`config.mk`:
```
export PLATFORM = sky130hd
export DESIGN_NAME = hazard_unit
export DESIGN_NICKNAME = d
export VERILOG_FILES = /design/src/rtl/hazard_pkg.sv /design/src/rtl/hazard_src_check.sv /design/src/rtl/hazard_unit.sv
export SDC_FILE = /design/constraint.sdc
export NUM_CORES = 1
export LEC_CHECK = 0
export BUFFER_PORTS_ARGS = -buffer_cell sky130_fd_sc_hd__clkbuf_2
export CAP_MARGIN = 0
export CORE_UTILIZATION = 42
export DETAILED_ROUTE_END_ITERATION = 16
export PLACE_DENSITY = 0.66
export SETUP_SLACK_MARGIN = 0.5
export SYNTH_ARGS = -nofsm -noshare
export SYNTH_HDL_FRONTEND = slang
export SYNTH_SLANG_ARGS = --single-unit
```
`constraint.sdc`:
```
create_clock -name clk -period 2.1 [get_ports clk]
set_clock_uncertainty 0.05 [all_clocks]
set_input_delay 0.105 -clock clk [delete_from_list [all_inputs] [get_ports clk]]
set_output_delay 0.105 -clock clk [all_outputs]
set_load 0.005 [all_outputs]
```
`src/rtl/hazard_pkg.sv`:
```
`default_nettype none
// hazard_pkg: scoreboard slot type and forwarding-select helpers shared by the hazard unit.
package hazard_pkg;

  // Widest register index a slot can hold; the unit's REG_IDX_W must not exceed it.
  localparam int unsigned HZ_IDX_W = 5;

  localparam int unsigned FWD_REGFILE = 0;

  typedef struct packed {
    logic                valid;
    logic                reg_wr;
    logic [HZ_IDX_W-1:0] rd;
    logic                is_load;
  } hz_slot_t;

  // Select width: value 0 is the register file, values 1..depth pick a slot.
  function automatic int unsigned fwd_width(input int unsigned depth);
    return $clog2(depth + 1);
  endfunction

endpackage
`default_nettype wire

```
`src/rtl/hazard_src_check.sv`:
```
`default_nettype none
// hazard_src_check: priority search of the scoreboard for one source operand.
module hazard_src_check
  import hazard_pkg::*;
#(
  parameter int unsigned REG_IDX_W  = HZ_IDX_W,
  parameter int unsigned DEPTH      = 3,
  parameter int unsigned LOAD_AVAIL = 1,
  parameter int unsigned FWD_W      = fwd_width(DEPTH)
) (
  input  hz_slot_t [DEPTH-1:0]     slots_i,
  input  logic [REG_IDX_W-1:0]     rs_i,
  input  logic                     rs_used_i,
  output logic [FWD_W-1:0]         sel_o,
  output logic                     hazard_o
);

  // Walk oldest to youngest so the youngest matching slot is the last writer.
  always_comb begin
    sel_o    = FWD_W'(FWD_REGFILE);
    hazard_o = 1'b0;
    for (int k = DEPTH - 1; k >= 0; k--) begin
      if (slots_i[k].valid && slots_i[k].reg_wr && rs_used_i &&
          (rs_i != '0) && (slots_i[k].rd == HZ_IDX_W'(rs_i))) begin
        if (slots_i[k].is_load && (k < int'(LOAD_AVAIL))) begin
          hazard_o = 1'b1;
          sel_o    = FWD_W'(FWD_REGFILE);
        end else begin
          hazard_o = 1'b0;
          sel_o    = FWD_W'(k + 1);
        end
      end
    end
  end

endmodule
`default_nettype wire

```
`src/rtl/hazard_unit.sv`:
```
`default_nettype none
// hazard_unit: in-flight write scoreboard driving forwarding selects, load-use stalls,
// branch flushes and external-stall freezes, with saturating stall/flush counters.
module hazard_unit
  import hazard_pkg::*;
#(
  parameter int unsigned REG_IDX_W  = HZ_IDX_W,
  parameter int unsigned DEPTH      = 3,
  parameter int unsigned LOAD_AVAIL = 1,
  parameter int unsigned CNT_W      = 32,
  localparam int unsigned FWD_W     = fwd_width(DEPTH)
) (
  input  logic                 clk,
  input  logic                 rst,
  input  logic                 id_valid_i,
  input  logic [REG_IDX_W-1:0] id_rs1_i,
  input  logic [REG_IDX_W-1:0] id_rs2_i,
  input  logic                 id_rs1_used_i,
  input  logic                 id_rs2_used_i,
  input  logic [REG_IDX_W-1:0] id_rd_i,
  input  logic                 id_reg_wr_i,
  input  logic                 id_rd_mem_i,
  input  logic                 ex_take_branch_i,
  input  logic                 ext_stall_i,
  output logic                 stall_id_o,
  output logic                 flush_o,
  output logic [FWD_W-1:0]     fwd_a_sel_o,
  output logic [FWD_W-1:0]     fwd_b_sel_o,
  output logic [CNT_W-1:0]     stall_cnt_o,
  output logic [CNT_W-1:0]     flush_cnt_o
);

  hz_slot_t [DEPTH-1:0] slot_q, slot_d;
  logic [CNT_W-1:0]     stall_cnt_q, flush_cnt_q;
  logic [FWD_W-1:0]     sel_a, sel_b;
  logic                 haz_a, haz_b;
  logic                 load_use, flush, stall;

  hazard_src_check #(
    .REG_IDX_W (REG_IDX_W),
    .DEPTH     (DEPTH),
    .LOAD_AVAIL(LOAD_AVAIL),
    .FWD_W     (FWD_W)
  ) u_chk_rs1 (
    .slots_i  (slot_q),
    .rs_i     (id_rs1_i),
    .rs_used_i(id_rs1_used_i),
    .sel_o    (sel_a),
    .hazard_o (haz_a)
  );

  hazard_src_check #(
    .REG_IDX_W (REG_IDX_W),
    .DEPTH     (DEPTH),
    .LOAD_AVAIL(LOAD_AVAIL),
    .FWD_W     (FWD_W)
  ) u_chk_rs2 (
    .slots_i  (slot_q),
    .rs_i     (id_rs2_i),
    .rs_used_i(id_rs2_used_i),
    .sel_o    (sel_b),
    .hazard_o (haz_b)
  );

  // A branch waits in EX while frozen, so the flush is simply deferred.
  assign load_use = id_valid_i & (haz_a | haz_b);
  assign flush    = ex_take_branch_i & ~ext_stall_i;
  assign stall    = ext_stall_i | (load_use & ~flush);

  assign stall_id_o  = rst & stall;
  assign flush_o     = rst & flush;
  assign fwd_a_sel_o = rst ? sel_a : '0;
  assign fwd_b_sel_o = rst ? sel_b : '0;
  assign stall_cnt_o = stall_cnt_q;
  assign flush_cnt_o = flush_cnt_q;

  always_comb begin
    slot_d = slot_q;
    if (!ext_stall_i) begin
      for (int i = 1; i < int'(DEPTH); i++) begin
        slot_d[i] = slot_q[i-1];
      end
      if (flush || load_use) begin
        slot_d[0] = '0;
      end else begin
        slot_d[0].valid   = id_valid_i;
        slot_d[0].reg_wr  = id_reg_wr_i & id_valid_i;
        slot_d[0].rd      = HZ_IDX_W'(id_rd_i);
        slot_d[0].is_load = id_rd_mem_i;
      end
    end
  end

  always_ff @(posedge clk) begin
    if (!rst) begin
      slot_q      <= '0;
      stall_cnt_q <= '0;
      flush_cnt_q <= '0;
    end else begin
      slot_q <= slot_d;
      if (stall && !(&stall_cnt_q)) stall_cnt_q <= stall_cnt_q + 1'b1;
      if (flush && !(&flush_cnt_q)) flush_cnt_q <= flush_cnt_q + 1'b1;
    end
  end

endmodule
`default_nettype wire

```
==> run_results.csv, run 1 <==
group,metric,value,unit
outcome,outcome,"complete, no violations",
setup_path,r2r-start,"slot_q[3]$_SDFFE_PN0N_",
synthesis,ys_ff_latch,86,
routing,antenna_left,0,
sta,setup_tns,0,ns
setup_path,ff2ff_setup_slack,0.04,ns
sta,setup_slack,0.0365,ns
hold_path,hold_path.class,"input pin to flip-flop",
routing,via_count,4762,
synthesis,synth-edff-count,0,
grt,grt_max_degree,27,
synthesis,yosysTopAreaCellShare,38.7,%
layout,final_util,67.8,%
synthesis,syn_area,0.00445,mm^2
grt,grt_pass1_vias,4379,
grt,antenna_found_initial,0,
synthesis,async_flop_share,0,%
layout,n_antenna_cell,0,
synthesis,yosysMostFrequentCell,"dfxtp_1",
floorplanning,start_util,43.3,%
power,power.density,456,mW/mm^2
clock_tree,cts_buffers,9,
clock_tree,root_buffer,"clkbuf_8",
clock_tree,cts_buffer_depth,2,
floorplanning,num_rows,37,
routing,firstDrtPassIters,4,
clock_tree,clk_latency,0.36,ns
grt,grt_overflow,0,
placed_design,place_congestion,0.885,
floorplanning,fp.dieH,105,um
layout,fillerInstances,817,
synthesis,synth_area_leader_cell,"dfxtp_1",
floorplanning,die_w,105,um
sta,finalHoldViolations,0,
synthesis,synth-seq-area-share,38.7,%
placed_design,place_ws,0.0401,ns
synthesis,synth.distinct_cells,48,
power,leakage,0.00254,uW
setup_path,worstReg2RegEnd,"stall_cnt_o[15]$_SDFFE_PN0P_",
routing,wl,14200,um
sta,setup_violations,0,
clock_tree,path_clk_slew,0.09,ns
clock_tree,cts_tree,"yes",
job,maxCapViolCount,0,
sta,rsz0062_at_grt,"yes",
power,vdd_drop_max,0.342,mV
grt,grt_pass1_wl,21400,um
routing,drc,0,
setup_path,crit_start,"slot_q[3]$_SDFFE_PN0N_",
setup_path,end_kind,"flip-flop",
synthesis,syn_avg_cell_area,8.48,um^2
layout,layout.nets,720,
synthesis,ys_top_cells_by_area,"dfxtp_1 39%, xnor2_1 8.1%, nor2_1 5.0%, mux2i_1 5.0%, a21oi_1 3.7%",
sta,fin_crit,2.06,ns
setup_path,cp_max_fo,7,
layout,drive_gt1_share,51.6,%
layout,synthToLayoutAreaGrowth,56.7,%
hold_path,hold_depth,3,
routing,post_drt_wl_per_cell,17.0,um
sta,timing.final.crit_share,98.3,%
sta,fmax,485,MHz
grt,grtUsageTotal,23.9,%
floorplanning,fp.coreArea,0.0103,mm^2
setup_path,cp_data_arrival_time,2.31,ns
setup_path,r2r_cells,8,
floorplanning,ios,94,
synthesis,netlist_instances,524,
setup_path,worst_ep_required_time,2.34,ns
routing,post_drt_via_cell_ratio,5.70,
synthesis,ys_warn_count,0,
sta,worstMarginPinSlew,0.411,ns
hold_path,holdPathEnd,"slot_q[7]$_SDFFE_PN0N_",
setup_path,start_kind,"flip-flop",
clock_tree,cts_htree_levels,3,
setup_path,crit_type,"flip-flop to flip-flop",
floorplanning,die_area,0.0110,mm^2
sta,relSlewSlack,72.6,%
routing,drt_iter0_markers,215,
clock_tree,cts.sinks,86,
sta,slew_violations,0,
synthesis,synth_top_cells_by_count,"86 x dfxtp_1, 59 x nor2_1, 42 x nand2_1",
placed_design,placement.io_buffers,93,
hold_path,min_from,"id_valid_i",
power,total_power,3180,uW
synthesis,syn-num-nets,550,
synthesis,synthFlopType,"dfxtp_1",
placed_design,hpwl,8060,um
worst max-delay path, stage by stage (launching register included):
cell	delay (ns)
dfxtp_2	0.40
xnor2_1	0.13
nand4_1	0.17
nor3_4	0.22
o31ai_4	0.12
buf_6	0.18
buf_16	0.14
or4_1	0.45
a21oi_1	0.14
registers in the layout, summed over array words and instances, names as in the netlist:
name / cells
flush_cnt_o: 32
slot_q: 22
stall_cnt_o: 32
power breakdown:
group / internal, uW / switching (uW) / leakage (uW)
clock network: 586 / 635 / 0.000104
logic: 151 / 168 / 0.00171
registers: 1620 / 21.0 / 0.000728
total: 2350 / 824 / 0.00254
final cells by class:
class	instances	area, um^2	area share, %
clock buffers	11	141	2.03
repair buffers	182	1360	19.6
inverters	6	25.0	0.359
clock inverters	5	56.3	0.808
flip-flops and latches	86	1850	26.6
well taps	136	170	2.44
multi-input cells	409	3360	48.2
layout by cell type, fill, tap and decap left out, types with 6 or more instances in the layout:
master / instances
a21oi_1: 22
a21oi_2: 11
a32oi_1: 7
buf_4: 65
clkbuf_2: 89
clkbuf_8: 10
dfxtp_1: 32
dfxtp_2: 29
dfxtp_4: 25
dlygate4sd3_1: 8
mux2i_1: 22
nand2_1: 33
nand2_2: 9
nand2b_1: 9
nand3_1: 21
nand3_2: 6
nand4_1: 21
nor2_1: 56
nor3_1: 6
nor3_2: 7
nor4_4: 9
o21ai_0: 8
o31ai_1: 11
or3_1: 7
or4_1: 14
or4_4: 7
xnor2_1: 20
xnor2_2: 21
xor2_1: 13
kinds of logic after synthesis:
family | synth area share, %
muxes | 4.95
buffers and inverters | 2.98
DFF | 38.7
and+or+nand+nor | 30.0
xor gates and xnor gates | 10.6
adders and majority gates | 0.563
AOI/OAI and AO/OA | 12.1
through the flow:
step	cell area [um^2]	std cells	hold WS, ns
6_report	6960	835	0.0280
5_1_grt	6960	835	0.0259
4_1_cts	6440	819	0.00779
3_5_place_dp	5460	755	0.325
3_3_place_gp	5460	755	0.313
2_1_floorplan	4760	524	0.202
what timing repair did:
action | in CTS | in global routing
hold buffers | 8 | 0
buffers inserted | 35 | 13
endpoints found under the setup margin | 74 | 77
pin swaps | 44 | 56
gates resized for setup | 71 | 88
endpoints found under the hold margin | 7 | 0
cloned | 5 | 3
how the worst max path moves through the flow:
stage	to	slack (ns)
floorplan	stall_cnt_o[14]$_SDFFE_PN0P_	0.28
global placement	stall_cnt_o[1]$_SDFFE_PN0P_	0.07
detailed placement	stall_cnt_o[1]$_SDFFE_PN0P_	0.04
CTS	fwd_b_sel_o[0]	0.05
global route	stall_cnt_o[15]$_SDFFE_PN0P_	-0.04
finish	stall_cnt_o[15]$_SDFFE_PN0P_	0.04
per-layer routing:
layer  share of wire [%]  wire length [um]  track usage, %  vias to the layer above
li1                    -                 -               -                     2271
met5                   0                 0               0                        -
met2                  52              7390            42.3                      130
met1                  42              5980            29.8                     2343
met4                 1.4               196            6.74                        0
met3                 4.5               636            4.05                       18
Note: power is estimated with default switching activity, not from simulation.
==> run 2, diff against run 1 <==
Settings changed: RECOVER_POWER set to 25.
==> run 2 against run 1 <==
Compared with the run above: via count increased by 0.48%; combinational power about the same; core utilization decreased by 0.23 points; first-iteration DRC count increased by 1.4%; setup slack got worse by 0.021 ns; die area unchanged; clock power about the same; clock-buffer cell count unchanged; cell area decreased by 0.34%; wire length about the same; register-to-register slack got worse by 0.02 ns; critical path type unchanged; largest power group unchanged; highest routed layer unchanged.
==> run_results.csv, run 2 (same netlist as run 1, synthesis figures left out) <==
group,metric,value,unit
outcome,outcome,"complete, no violations",
floorplanning,ios,94,
sta,setup_tns,0,ns
clock_tree,cts_tree,"yes",
routing,post_drt_wl_per_cell,17.0,um
clock_tree,cts_buffer_depth,2,
layout,final_common_cell,"clkbuf_2",
grt,antenna_found_initial,0,
setup_path,crit_type,"flip-flop to flip-flop",
grt,grt_overflow,0,
clock_tree,root_buffer,"clkbuf_8",
sta,slew_violations,0,
routing,drt_iter0_markers,218,
sta,finalHoldViolations,0,
floorplanning,die_w,105,um
sta,rsz0062_at_grt,"yes",
routing,drc,0,
floorplanning,fp.dieH,105,um
clock_tree,cts_htree_levels,3,
grt,grtUsageTotal,23.9,%
power,power.density,457,mW/mm^2
sta,timing.final.crit_share,99.3,%
setup_path,cp_max_fo,5,
sta,relSlewSlack,71.8,%
layout,layout.nets,720,
sta,setup_violations,0,
layout,synthToLayoutAreaGrowth,56.1,%
job,maxCapViolCount,0,
placed_design,hpwl,8060,um
floorplanning,num_rows,37,
sta,fmax,480,MHz
floorplanning,die_area,0.0110,mm^2
setup_path,slowest_stage,"or4_4",
grt,grt_max_degree,27,
sta,worstMarginPinSlew,0.422,ns
setup_path,path_cells,"nand2_1 -> nor4_4 -> buf_4 -> nand3_1 -> or4_4 -> a21oi_2",
floorplanning,start_util,43.3,%
setup_path,start_kind,"flip-flop",
routing,wl,14200,um
sta,setup_slack,0.0156,ns
layout,final_util,67.5,%
sta,fin_crit,2.08,ns
placed_design,place_congestion,0.885,
clock_tree,clk_latency,0.36,ns
placed_design,placement.io_buffers,93,
layout,n_antenna_cell,0,
setup_path,cp_data_arrival_time,2.34,ns
setup_path,end_kind,"flip-flop",
clock_tree,cts.sinks,86,
setup_path,slowest_delay,0.53,ns
floorplanning,fp.coreArea,0.0103,mm^2
layout,finalNonFillerCells,835,
hold_path,hold_path.class,"input pin to flip-flop",
routing,via_count,4785,
routing,post_drt_via_cell_ratio,5.73,
routing,firstDrtPassIters,4,
clock_tree,cts_buffers,9,
power,leakage,0.00253,uW
grt,grt_pass1_vias,4379,
placed_design,dp_cells,755,
setup_path,worst_ep_required_time,2.35,ns
clock_tree,path_clk_slew,0.09,ns
layout,multi_input_area,0.00336,mm^2
layout,layout_common_cells,"88 x clkbuf_2, 65 x buf_4, 56 x nor2_1, 48 x dfxtp_1, 33 x nand2_1",
layout,drive_gt1_share,49.2,%
grt,grt_pass1_wl,21400,um
layout,regArea,0.00183,mm^2
power,vdd_drop_max,0.339,mV
placed_design,place_ws,0.0401,ns
layout,fillerInstances,828,
routing,antenna_left,0,
## run 2: final timing paths
| check | cells after the start | end | slack [ns] | start |
|---|---|---|---|---|
| hold reg to reg | 2 | stall_cnt_o[5]$_SDFFE_PN0P_ | 0.44 | stall_cnt_o[5]$_SDFFE_PN0P_ |
| hold / removal | 3 | slot_q[7]$_SDFFE_PN0N_ | 0.03 | id_valid_i |
| setup / recovery | 6 | stall_cnt_o[20]$_SDFFE_PN0P_ | 0.02 | stall_cnt_o[12]$_SDFFE_PN0P_ |
| setup reg to reg | 6 | stall_cnt_o[20]$_SDFFE_PN0P_ | 0.02 | stall_cnt_o[12]$_SDFFE_PN0P_ |
## run 2: cell type report
| type | instances | share of cell area [%] |
|---|---|---|
| multi-input combinational | 409 | 48.4 |
| sequential | 86 | 26.4 |
| timing repair buffer | 182 | 19.6 |
| tap | 136 | 2.45 |
| clock inverter | 5 | 0.811 |
| inverter | 6 | 0.361 |
| clock buffer | 11 | 2.04 |
## run 2: where the power goes
part           total [uW]  switching [uW]  internal, uW
Combinational         318             168           151
Clock                1210             629           585
Sequential           1640            21.1          1620
## run 2: layer usage
metal  global-route usage (%)  wire [um]
met1                     29.8       6060
met2                     42.3       7390
met3                     4.05        564
met4                     6.74        189
met5                        0          0
## run 2: repair_timing
item                                    in CTS  in global routing
hold endpoints to repair                     7                  0
buffers inserted                            35                 13
pin swaps                                   44                 56
gates cloned                                 5                  3
endpoints found under the setup margin      74                 77
resized for setup                           71                 88
hold buffers                                 8                  0
## run 2: through the flow
step	hold WS, ns	instance area (um^2)	total power [uW]
3_5_place_dp	0.325	5460	1920
4_1_cts	0.00779	6440	3160
3_3_place_gp	0.313	5460	1910
5_1_grt	0.0259	6940	3290
2_1_floorplan	0.202	4760	1840
6_report	0.0315	6940	3170
## run 2: critical path, delay by kind of cell (launching register included)
family                 cells  cell delay [ns]
AOI/OAI and AO/OA          1             0.13
buffers and inverters      1             0.21
DFF                        1             0.46
and+or+nand+nor            4             1.18
==> run 3, diff against run 2 <==
Settings changed: PLACE_DENSITY 0.66 to unset.
Clock period 2.1 ns to 2.3 ns, I/O delays scaled along.
==> run 3 against run 2 <==
Compared with the run above: global-route usage shrank 0.40 points; fmax shrank 4.4%; sequential power shrank 8%; register-to-register slack gained 0.10 ns; critical path type unchanged.
==> run_results.csv, run 3 (same netlist as run 1, synthesis figures left out) <==
group,metric,value,unit
clock_tree,root_buffer,"clkbuf_8",
routing,post_drt_wl_per_cell,17.1,um
floorplanning,ios,94,
layout,final_common_cell,"clkbuf_2",
sta,worstMarginPinSlew,1.12,ns
setup_path,worst_ep_required_time,2.45,ns
sta,fin_crit,2.18,ns
layout,layout.nets,723,
clock_tree,cts.sinks,86,
clock_tree,cts_htree_levels,3,
grt,grt_overflow,0,
sta,setup_tns,0,ns
sta,rsz0062_at_grt,"yes",
clock_tree,path_clk_slew,0.08,ns
placed_design,dp_cells,743,
routing,firstDrtPassIters,4,
grt,grt_pass1_wl,21200,um
sta,slew_violations,0,
placed_design,placement.io_buffers,93,
clock_tree,cts_buffers,9,
routing,drc,0,
routing,wl,14300,um
placed_design,hpwl,7880,um
clock_tree,clk_latency,0.36,ns
grt,grtUsageTotal,23.6,%
placed_design,place_congestion,0.812,
routing,antenna_left,0,
clock_tree,cts_buffer_depth,2,
setup_path,end_kind,"flip-flop",
layout,multi_input_area,0.00330,mm^2
grt,grt_pass1_vias,4372,
floorplanning,fp.dieH,105,um
sta,finalHoldViolations,0,
setup_path,path_cells,"nand4_1 -> nor4_4 -> buf_4 -> nand3_4 -> nor2_4 -> buf_12 -> clkbuf_16 -> or3_1 -> a21oi_1",
layout,finalNonFillerCells,837,
layout,layout_common_cells,"89 x clkbuf_2, 61 x buf_4, 57 x nor2_1, 56 x dfxtp_1, 39 x nand2_1",
floorplanning,die_w,105,um
floorplanning,fp.coreArea,0.0103,mm^2
layout,synthToLayoutAreaGrowth,56.8,%
floorplanning,die_area,0.0110,mm^2
setup_path,path_buf_inv,3,
setup_path,crit_type,"flip-flop to flip-flop",
power,leakage,0.00259,uW
routing,post_drt_via_cell_ratio,5.68,
job,maxCapViolCount,0,
hold_path,hold_path.class,"input pin to flip-flop",
routing,via_count,4754,
layout,n_antenna_cell,0,
layout,fillerInstances,849,
sta,relSlewSlack,25.4,%
grt,grt_max_degree,39,
power,vdd_drop_max,0.227,mV
layout,regArea,0.00180,mm^2
floorplanning,num_rows,37,
grt,antenna_found_initial,0,
setup_path,start_kind,"flip-flop",
layout,drive_gt1_share,44.9,%
routing,drt_iter0_markers,226,
setup_path,cp_data_arrival_time,2.33,ns
power,power.density,418,mW/mm^2
floorplanning,start_util,43.3,%
sta,setup_violations,0,
clock_tree,cts_tree,"yes",
sta,timing.final.crit_share,94.8,%
setup_path,slowest_delay,0.46,ns
sta,fmax,459,MHz
setup_path,slowest_stage,"dfxtp_1",
setup_path,cpLargestDelayFamily,"simple AND/OR/NAND/NOR gates",
outcome,outcome,"complete, no violations",
setup_path,cp_max_fo,8,
[run 3: cell types whose count changed in the layout (fill, tap and decap cells not counted), moves of 4 or more]
cell       before  now
nand2_2         9    3
buf_4          65   61
clkbuf_16       3    7
dfxtp_4        24   16
xnor2_2        21   11
o31ai_4         3    8
dfxtp_1        48   56
nand2_1        33   39
buf_6           4    8
xnor2_1        20   30
[run 3: area by class of cell]
cell class	instances	area share, %
clock inverters	3	0.610
multi-input cells	409	47.4
inverters	6	0.323
flip-flops and latches	86	25.8
well taps	136	2.44
clock buffers	12	2.24
repair buffers	185	21.2
[run 3: worst paths after layout]
path | start | to | slack (ns) | cells after the start
setup reg to reg | stall_cnt_o[7]$_SDFFE_PN0P_ | stall_cnt_o[0]$_SDFFE_PN0P_ | 0.12 | 9
setup / recovery | stall_cnt_o[7]$_SDFFE_PN0P_ | stall_cnt_o[0]$_SDFFE_PN0P_ | 0.12 | 9
hold / removal | rst | stall_cnt_o[14]$_SDFFE_PN0P_ | 0.15 | 3
hold reg to reg | stall_cnt_o[16]$_SDFFE_PN0P_ | stall_cnt_o[16]$_SDFFE_PN0P_ | 0.44 | 2
[run 3: tightest hold or removal path: cells and delay by family]
kind / cells / cell delay (ns)
buf+inv: 2 / 0.28
compound gates: 1 / 0.12
[run 3: timing repair]
item                                    in CTS  in global routing
endpoints found under the setup margin      67                 70
gates resized for setup                     88                 88
endpoints found under the hold margin        7                  0
setup buffers                               38                 20
cloned                                       4                  9
pin swaps                                   43                 67
hold buffers                                 8                  0
[run 3: power by group]
part           internal [uW]  total (uW)  switching, uW
clock                    562        1110            550
sequential              1490        1510           19.3
combinational            145         298            154
[run 3: metrics by stage]
step	utilization, %	total power (uW)	hold WS, ns	area, um^2	setup WS, ns
detailed placement	51.2	1750	0.335	5260	0.180
CTS	61.2	2910	0.150	6280	0.236
global placement	51.2	1750	0.320	5260	0.211
finish	67.8	2920	0.146	6970	0.119
global route	67.8	3040	0.170	6970	0.0352
floorplan	-	1680	0.212	4610	0.473
[run 3: layer usage]
layer  vias to the layer above  GRT usage, %  share of wire (%)
met2                       146          39.2                 51
met3                        29          4.30                5.2
met4                         0          10.2                2.4
met1                      2295          29.7                 42
met5                         -             0                  0
li1                       2284             -                  -
